[src/rtl/tile_capture.sv]
// Copies one TILE x TILE block of the framebuffer into tile RAM in raster order.
// Reads are issued one per cycle; each write lands one cycle later, once fb_q is valid.
module tile_capture #(
  parameter int TILE   = 20,
  parameter int GRID_W = 8,
  parameter int GRID_H = 6
) (
  input  logic       clk,
  input  logic       resetn,
  input  logic       start,
  input  logic [3:0] grid_x,
  input  logic [3:0] grid_y,
  output logic [7:0] fb_x,
  output logic [6:0] fb_y,
  input  logic [8:0] fb_q,
  output logic [8:0] tile_addr,
  output logic [8:0] tile_data,
  output logic       tile_wren,
  output logic       busy,
  output logic       done,
  output logic       error
);

  localparam int             LW     = $clog2(TILE);
  localparam logic [LW-1:0]  L_LAST = LW'(TILE - 1);
  localparam logic [8:0]     TILE_A = 9'(TILE);

  typedef enum logic [1:0] {IDLE, READ, DRAIN, DONE} state_t;

  state_t        state_reg, state_next;
  logic [LW-1:0] lx_reg, lx_next;
  logic [LW-1:0] ly_reg, ly_next;
  logic [3:0]    gx_reg, gx_next;
  logic [3:0]    gy_reg, gy_next;
  logic [7:0]    fb_x_reg, fb_x_next;
  logic [6:0]    fb_y_reg, fb_y_next;
  logic          pipe_valid_reg, pipe_valid_next;
  logic [8:0]    pipe_idx_reg, pipe_idx_next;
  logic          error_reg, error_next;

  logic [7:0] base_x;
  logic       in_range;
  logic       row_end;
  logic       last_read;

  assign base_x    = 8'(gx_reg * TILE);
  assign in_range  = (grid_x < 4'(GRID_W)) && (grid_y < 4'(GRID_H));
  assign row_end   = (lx_reg == L_LAST);
  assign last_read = row_end && (ly_reg == L_LAST);

  always_ff @(posedge clk) begin
    if (!resetn) begin
      state_reg      <= IDLE;
      lx_reg         <= '0;
      ly_reg         <= '0;
      gx_reg         <= '0;
      gy_reg         <= '0;
      fb_x_reg       <= '0;
      fb_y_reg       <= '0;
      pipe_valid_reg <= 1'b0;
      pipe_idx_reg   <= '0;
      error_reg      <= 1'b0;
    end else begin
      state_reg      <= state_next;
      lx_reg         <= lx_next;
      ly_reg         <= ly_next;
      gx_reg         <= gx_next;
      gy_reg         <= gy_next;
      fb_x_reg       <= fb_x_next;
      fb_y_reg       <= fb_y_next;
      pipe_valid_reg <= pipe_valid_next;
      pipe_idx_reg   <= pipe_idx_next;
      error_reg      <= error_next;
    end
  end

  // The read address registers are loaded on the accepting edge so the first
  // READ cycle already presents the tile origin; afterwards they step incrementally.
  always_comb begin
    state_next      = state_reg;
    lx_next         = lx_reg;
    ly_next         = ly_reg;
    gx_next         = gx_reg;
    gy_next         = gy_reg;
    fb_x_next       = fb_x_reg;
    fb_y_next       = fb_y_reg;
    pipe_valid_next = 1'b0;
    pipe_idx_next   = pipe_idx_reg;
    error_next      = 1'b0;

    case (state_reg)
      IDLE: begin
        if (start) begin
          if (in_range) begin
            gx_next    = grid_x;
            gy_next    = grid_y;
            lx_next    = '0;
            ly_next    = '0;
            fb_x_next  = 8'(grid_x * TILE);
            fb_y_next  = 7'(grid_y * TILE);
            state_next = READ;
          end else begin
            error_next = 1'b1;
          end
        end
      end
      READ: begin
        pipe_valid_next = 1'b1;
        pipe_idx_next   = 9'(ly_reg) * TILE_A + 9'(lx_reg);
        if (last_read) begin
          state_next = DRAIN;
        end else if (row_end) begin
          lx_next   = '0;
          ly_next   = ly_reg + LW'(1);
          fb_x_next = base_x;
          fb_y_next = fb_y_reg + 7'd1;
        end else begin
          lx_next   = lx_reg + LW'(1);
          fb_x_next = fb_x_reg + 8'd1;
        end
      end
      DRAIN:   state_next = DONE;
      DONE:    state_next = IDLE;
      default: state_next = IDLE;
    endcase
  end

  assign fb_x      = fb_x_reg;
  assign fb_y      = fb_y_reg;
  assign tile_wren = pipe_valid_reg;
  assign tile_addr = pipe_idx_reg;
  // Gated so the write data reads as zero whenever no write is in flight.
  assign tile_data = pipe_valid_reg ? fb_q : 9'd0;
  assign busy      = (state_reg == READ) || (state_reg == DRAIN);
  assign done      = (state_reg == DONE);
  assign error     = error_reg;

endmodule

[config.mk]
export PLATFORM = sky130hd
export DESIGN_NAME = tile_capture
export DESIGN_NICKNAME = d
export VERILOG_FILES = /design/src/rtl/tile_capture.sv
export SDC_FILE = /design/constraint.sdc
export NUM_CORES = 1
export LEC_CHECK = 0
export ABC_AREA = 0
export CAP_MARGIN = 20
export CORE_AREA = 2 2 72 102
export CTS_BUF_LIST = sky130_fd_sc_hd__clkbuf_4 sky130_fd_sc_hd__clkbuf_8 sky130_fd_sc_hd__clkbuf_16
export DETAILED_ROUTE_END_ITERATION = 10
export DIE_AREA = 0 0 74 104
export GPL_ROUTABILITY_DRIVEN = 0
export MAX_ROUTING_LAYER = met4
export PLACE_DENSITY = 0.66
export SYNTH_ARGS = -nofsm -noshare
export SYNTH_HDL_FRONTEND = slang
export SYNTH_SLANG_ARGS = --single-unit
[constraint.sdc]
create_clock -name clk -period 5.1 [get_ports clk]
set_clock_uncertainty 0.2 [all_clocks]
set_input_delay 1.53 -clock clk [delete_from_list [all_inputs] [get_ports clk]]
set_output_delay 1.53 -clock clk [all_outputs]
set_load 0.02 [all_outputs]
# Yosys cells after proc, flatten, opt, wreduce, memory -nomap -nowiden

Index checks and enable logic that the tools add are counted.

Bits in registers: 42
Input port bits: 20
Output and inout port bits: 37
Word-level logic and storage cells: 65

Add/subtract/negate cells: 5
$mul: 4
Magnitude comparators: 2
Equal/unequal tests: 10
Muxes and demuxes: 25
Reduce and logical (&&, ||, !) cells: 10

Operators with widths:

| cell                | count |
|---|---|
| $mux 8              | 4 |
| $mux 5              | 6 |
| $mux 7              | 4 |
| $pmux 5 s2          | 2 |
| $pmux 8 s2          | 1 |
| $pmux 7 s2          | 1 |
| $mul 4x3->6 const B | 2 |
| $add 5x1->5 const B | 2 |
| $eq 5x5->1 const B  | 2 |
| $ne 2x2->1 const B  | 5 |
| $add 9x5->9         | 1 |
| $mux 9              | 1 |
| $reduce_and 3->1    | 3 |
| $add 8x1->8 const B | 1 |
| $pmux 2 s4          | 1 |
| $add 7x1->7 const B | 1 |
| $mul 5x3->7 const B | 1 |
| $mux 2              | 3 |
| $mul 4x3->5 const B | 1 |
| $reduce_and 5->1    | 1 |
| $eq 2x2->1 const B  | 2 |
| $lt 4x3->1 const B  | 1 |
| $lt 4x4->1 const B  | 1 |
| $reduce_and 4->1    | 1 |
| 6 further kinds     | 8 |

# Logic depth before layout (Yosys ltp)

Gate-level depths: netlist of run 1.

Depth after elaboration: 5
Depth in mapped cells: 8
Gate-level depth less buffers: 8

# Worst setup path before layout of run 1

No wires, ideal clock.

Path type: input port to output port
From: input port fb_q[0]
To: output port tile_data[0]
Arrival time: 1,746 ps
Data required time: 3,370 ps
Path slack: 1,624 ps
Stages on the path: 1
Path buffers: 0
Path through: and2_1

Cells in the longest elaborated chain, start to end: 1

Ends and longest elaborated chain:

| element     | line | text |
|---|---|---|
| from (decl) | 15   | `input logic [8:0] fb_q,` |
| $mux 9      | 133  | `assign tile_data = pipe_valid_reg ? fb_q : 9'd0;` |
| to (decl)   | 17   | `output logic [8:0] tile_data,` |

Every way passes these cells.

# Worst setup path after layout of run 1

From: input port fb_q[7]
To: output port tile_data[7]

Same word-level chain as after synthesis.

==> run_results.csv, run 1 <==
group,metric,value,unit
placement,place_hpwl,4670,um
pwr,power.static_leakage,1.34,nW
logic_synthesis,synth-seq-area-share,0.318,
critical_path,setup.worst_path.end_class,"output pin",
sta,timing.final.crit_period,4430,ps
clocking,cts_htree_levels,2,
sta,post-route-period-util,0.869,
final_layout,finish.instance_area,0.00338,mm^2
final_layout,antenna-diode-count,0,
final_layout,final_layout_size_suffix_gt1_frac,0.0667,
clocking,cts.reportedPaths.clkPinSlew,80,ps
clocking,cts-root-to-sink-buffers,2,
sta,tightestPinTransition,905,ps
job,drv.max_cap_violation_count,0,
logic_synthesis,syn_area,0.00264,mm^2
logic_synthesis,synth.ff_latch_count,42,
sta,timing.max_slew.rel_slack,0.396,
final_layout,final_net_count,409,
clocking,cts_root_buf,"sky130_fd_sc_hd__clkbuf_8",
clocking,post_cts.repair.setup_buffers,0,
grt,number_of_global_route_vias_before_repair,2284,
placement,buffer_ports.inserted,56,
placement,dpl-instance-area,0.00328,mm^2
floorplan,io_pins,57,
logic_synthesis,synthArstFlopShare,0,
final_layout,mostFrequentLayoutCells,"sky130_fd_sc_hd__clkdlybuf4s50_1 (56), sky130_fd_sc_hd__dfxtp_1 (42), sky130_fd_sc_hd__nor2_1 (27)",
sta,finalHoldWorstSlack,282,ps
pwr,power_per_cell_area,324,mW/mm^2
logic_synthesis,adder_and_majority_cell_fraction_of_the_synthesized_area,0.154,
sta,final-max-slew-violation-count,0,
clocking,cts_num_sinks,42,
critical_path,timing.critical_path.cells,"clkdlybuf4s50_1 > and2_1 > clkdlybuf4s50_1",
grt,antenna_found_initial,0,
logic_synthesis,synth_top_family_by_area,"simple AND/OR/NAND/NOR gates",
grt,grt_first_pass_wirelength,10300,um
critical_path,cpMostUsedCell,"sky130_fd_sc_hd__clkdlybuf4s50_1",
final_layout,largest_register_ff_count,9,
logic_synthesis,synth_cell_type_count,53,
floorplan,area_of_the_die,0.00770,mm^2
grt,track_usage,0.171,
logic_synthesis,netlist_instances,304,
routing,drcViolationCount,0,
critical_path,critical_path.top_delay_family,"buffers and inverters",
logic_synthesis,synth-compound-area-share,0.180,
sta,setup-tns-final,0,ps
clocking,insertion_delay,290,ps
clocking,numCtsBuffers,5,
grt,grt_remaining_overflow,0,
sta,max_freq,226,MHz
critical_path,worst-endpoint-arrival,2700,ps
logic_synthesis,post_synthesis_mean_instance_area,8.68,um^2
logic_synthesis,synth-main-ff-cell,"sky130_fd_sc_hd__dfxtp_1",
clocking,cts-resized-gates,0,
sta,setup_viol_count_final,0,
sta,rsz0062_at_grt,"false",
floorplan,num_rows,36,
floorplan,start_util,0.388,
logic_synthesis,synth.yosys.warnings,0,
clocking,cts.hold.buffers_added,0,
pwr,ir_drop,0.000157,V
sta,hold_violations,0,
routing,wl,6120,um
critical_path,crit_path_start_kind,"input pin",
critical_path,timing.setup.critical_path_class,"in2out",
floorplan,die_h,104,um
logic_synthesis,synth_enable_flop_cells,0,
critical_path,worst-path-max-fanout,1,
routing,drt.antenna.violating_nets,0,
run_status,outcome,"completed",
routing,route.vias.total,2324,
routing,vias_per_cell,5.11,
floorplan,design.core.area,0.00680,mm^2
routing,drt_pass1_iterations,4,
critical_path,timing.critical_path.slowest_stage_cell,"sky130_fd_sc_hd__clkdlybuf4s50_1",
routing,routed_wire_length_per_instance,13.5,um
critical_path,critical_path_buf_inv_count,2,
critical_path,critical_path_required,3370,ps
routing,detail_route.iter0.violations,118,
critical_path,critical_path.max_stage_delay,600,ps
hold_path,hold_path.class,"reg2reg",
clocking,tritoncts_clock_tree,"yes",
final_layout,area_delta_synth_final,28.0,%
logic_synthesis,synth.mux.area_fraction,0.0303,
floorplan,chipWidth,74,um
logic_synthesis,post_synth_and_or_nand_nor_area_fraction,0.217,
final_layout,mostFrequentLayoutCell,"sky130_fd_sc_hd__clkdlybuf4s50_1",
grt,grt_max_degree,26,
logic_synthesis,synthesis.nets,354,
logic_synthesis,post_synth_xor_area_fraction,0.0664,
where the power goes:
| part | switching (W) | internal [W] |
|---|---|---|
| logic | 0.000251 | 0.000200 |
| registers | 0.0000452 | 0.000369 |
| clock network | 0.000116 | 0.000115 |
final cells by class:
cell class,count,area (um^2)
Sequential cell,42,841
Clock inverter,1,5.00
Multi-Input combinational cell,242,1710
Tap cell,95,119
Clock buffer,7,90.1
Timing Repair Buffer,59,583
Inverter,9,33.8
Fill cell,683,3420
layer usage:
layer	vias up	global-route usage	wire, um
met5	-	-	0
met4	0	0.0519	83
met3	6	0.0233	129
met2	28	0.296	3200
met1	1098	0.199	2710
li1	1192	-	-
cells in the mapped netlist, drive strengths merged (7+ instances only):
cell,instances,area [um^2]
o21ai,26,145
xor2,11,96.3
nand2,25,93.8
mux2i,8,80.1
and2,13,82.6
nand3,18,95.1
ha,26,325
nor2,28,108
xnor2,9,78.8
dfxtp,42,841
inv,8,30.0
a21oi,20,100
buf,7,43.8
path summary, 6_finish.rpt:
check,startpoint,to,slack [ps],cells after the start
max,fb_q[7],tile_data[7],670,3
min,fb_y[6],fb_y[6],280,2
max reg2reg,state_reg[1],ly_reg[2],2410,7
min reg2reg,fb_y[6],fb_y[6],280,2
cell families after synthesis:
family	count (synthesis)
simple gates	111
compound gates	73
flops	42
fa+ha+maj	30
xor+xnor	20
buf+inv	20
mux	8
worst reg2reg max path, stage by stage (launching register included):
cell and delay, ps:
sky130_fd_sc_hd__dfxtp_1 340, sky130_fd_sc_hd__inv_1 80, sky130_fd_sc_hd__ha_1 750, sky130_fd_sc_hd__nand2b_1 300, sky130_fd_sc_hd__o21a_1 240, sky130_fd_sc_hd__o21ai_2 370
sky130_fd_sc_hd__o21ai_0 160, sky130_fd_sc_hd__o2bb2ai_1 140
stage by stage:
stage	std cells	total power [W]	setup slack (ps)	utilization
floorplan	304	0.000712	1620	-
global placement	447	0.000871	677	0.483
detailed placement	447	0.000876	665	0.483
CTS	455	0.00111	662	0.497
global route	455	0.00117	618	0.497
finish	455	0.00110	669	0.497
No activity file was read; power rests on OpenSTA's default activity.
==> run 2, diff against run 1 <==
Settings changed: CAP_MARGIN 20 to not set, CORE_AREA 2 2 72 102 to 2 2 108 68, DIE_AREA 0 0 74 104 to 0 0 110 70, PLACE_DENSITY 0.66 to 0.67.
==> run 2 against run 1 <==
  * Global-route usage rose by 1.4 points
  * Sequential power barely moved
  * Flip-flop and latch count did not move
  * Fmax fell by 0.19%
  * Via count rose by 0.86%
  * Non-clock buffer count did not move
  * Routed wire length rose by 7.5%
  * Final area rose by 1.3%
  * Utilization rose by 0.076 points
  * Hold slack improved by 10 ps
  * Clock-buffer cell count fell by 1
==> run_results.csv, run 2 (same netlist as run 1, synthesis figures left out) <==
group,metric,value,unit
floorplan,start_util,0.384,
final_layout,multiInputGateArea,0.00171,mm^2
sta,finalHoldWorstSlack,292,ps
critical_path,timing.critical_path.cells,"clkdlybuf4s50_1 > and2_1 > clkdlybuf4s50_1",
placement,place_hpwl,4850,um
final_layout,mostFrequentLayoutCells,"sky130_fd_sc_hd__clkdlybuf4s50_1 (56), sky130_fd_sc_hd__dfxtp_1 (42), sky130_fd_sc_hd__nor2_1 (27)",
routing,wl,6580,um
pwr,power_per_cell_area,353,mW/mm^2
routing,drt-met1-wl,3610,um
routing,drt_pass1_iterations,4,
floorplan,io_pins,57,
floorplan,num_rows,24,
clocking,cts-resized-gates,0,
pwr,p_seq_frac,0.343,
critical_path,ff2ff_path_depth,7,
routing,highest_layer,"met4",
sta,final-max-slew-violation-count,0,
floorplan,chipWidth,110,um
critical_path,cpMostUsedCell,"sky130_fd_sc_hd__clkdlybuf4s50_1",
floorplan,design.core.area,0.00688,mm^2
routing,drcViolationCount,0,
critical_path,crit_cells,3,
final_layout,final_layout_size_suffix_gt1_frac,0.0667,
routing,route.vias.total,2344,
critical_path,ff2ff_setup_slack,2570,ps
critical_path,critical_path.top_delay_family,"buffers and inverters",
sta,rsz0062_at_grt,"false",
clocking,cts_htree_levels,2,
grt,number_of_global_route_vias_before_repair,2150,
final_layout,mostFrequentLayoutCell,"sky130_fd_sc_hd__clkdlybuf4s50_1",
clocking,insertion_delay,310,ps
grt,grt_remaining_overflow,0,
run_status,outcome,"completed",
sta,timing.max_slew.rel_slack,0.632,
job,drv.max_cap_violation_count,0,
critical_path,timing.setup.critical_path_class,"in2out",
sta,hold_violations,0,
critical_path,critical_path_required,3370,ps
final_layout,final_core_utilization,0.497,
pwr,ir_drop,0.000173,V
final_layout,final_net_count,409,
clocking,post_cts.repair.setup_buffers,0,
clocking,cts.hold.buffers_added,0,
pwr,power_switching_share,0.357,
clocking,cts-root-to-sink-buffers,2,
clocking,tritoncts_clock_tree,"yes",
pwr,p_switching,0.000431,W
final_layout,largest_register_ff_count,9,
grt,track_usage,0.185,
routing,met2_wirelength,2580,um
sta,setup_viol_count_final,0,
routing,wl_met3,338,um
clocking,numCtsBuffers,5,
grt,grt_first_pass_wirelength,10800,um
clocking,cts_num_sinks,42,
placement,buffer_ports.inserted,56,
routing,detail_route.iter0.violations,123,
sta,max_freq,225,MHz
sta,tightestPinTransition,552,ps
pwr,combinationalPowerShare,0.378,
final_layout,antenna-diode-count,0,
routing,routed_wire_length_per_instance,14.6,um
pwr,clock_network_fraction_of_total_power,0.279,
critical_path,worst-path-max-fanout,1,
final_layout,layout.area.seq,841,um^2
critical_path,critical_path.max_stage_delay,600,ps
floorplan,die_h,70,um
final_layout,area_delta_synth_final,29.6,%
critical_path,critical_path_buf_inv_count,2,
pwr,internal_power,0.000778,W
pwr,power.static_leakage,1.36,nW
grt,grt_max_degree,25,
sta,timing.final.crit_period,4440,ps
final_layout,fillCellCount,664,
grt,antenna_found_initial,0,
clocking,cts.reportedPaths.clkPinSlew,80,ps
routing,vias_per_cell,5.20,
clocking,cts_root_buf,"sky130_fd_sc_hd__clkbuf_8",
critical_path,worst-endpoint-arrival,2710,ps
critical_path,crit_path_start_kind,"input pin",
critical_path,timing.critical_path.slowest_stage_cell,"sky130_fd_sc_hd__clkdlybuf4s50_1",
floorplan,area_of_the_die,0.00770,mm^2
hold_path,hold_path.class,"reg2reg",
routing,drt.antenna.violating_nets,0,
hold_path,worst_hold_path.num_cells,2,
sta,setup-tns-final,0,ps
critical_path,setup.worst_path.end_class,"output pin",
sta,post-route-period-util,0.870,
run 2: worst paths after layout:
| check | startpoint | endpoint |
|---|---|---|
| setup reg to reg | state_reg[1] | fb_y[3] |
| hold / removal | tile_addr[6] | tile_addr[6] |
| hold reg to reg | tile_addr[6] | tile_addr[6] |
| setup / recovery | fb_q[8] | tile_data[8] |
run 2: final cells by class:
cell class	count	area share
clock buffer	6	0.0241
clock inverter	2	0.0176
inverter	9	0.00988
multi-input combinational	242	0.499
sequential	42	0.246
tap	91	0.0333
timing repair buffer	59	0.170
run 2: tightest hold or removal path, stage by stage, from the launching register on:
cell and delay, ps:
sky130_fd_sc_hd__dfxtp_1 320, sky130_fd_sc_hd__nor2_1 80, sky130_fd_sc_hd__a211oi_1 50
run 2: metal layers:
| layer | vias to the layer above | GRT usage |
|---|---|---|
| li1 | 1188 | - |
| met1 | 1102 | 0.283 |
| met2 | 47 | 0.243 |
| met3 | 7 | 0.0486 |
| met4 | 0 | 0.0338 |
| met5 | - | - |
run 2: power groups by stage:
stage	logic, W	clock network, W	registers (W)
2_1_floorplan	0.000264	0	0.000448
3_3_place_gp	0.000449	0	0.000421
3_5_place_dp	0.000455	0	0.000422
4_1_cts	0.000459	0.000341	0.000415
5_1_grt	0.000499	0.000357	0.000422
6_report	0.000457	0.000337	0.000415
run 2: metrics by stage:
step | total power [W] | cells | setup WS, ps | cell area, um^2
after floorplan | 0.000712 | 304 | 1620 | 2640
after global placement | 0.000869 | 443 | 677 | 3280
after detailed placement | 0.000877 | 443 | 657 | 3280
after CTS | 0.00122 | 451 | 657 | 3420
after global routing | 0.00128 | 451 | 632 | 3420
final | 0.00121 | 451 | 661 | 3420
==> run 3, diff against run 2 <==
Settings changed: ABC_AREA 0 to not set.
==> results of run 3 <==
Same layout as run 2: the final DEF is identical, and so are final timing and power.
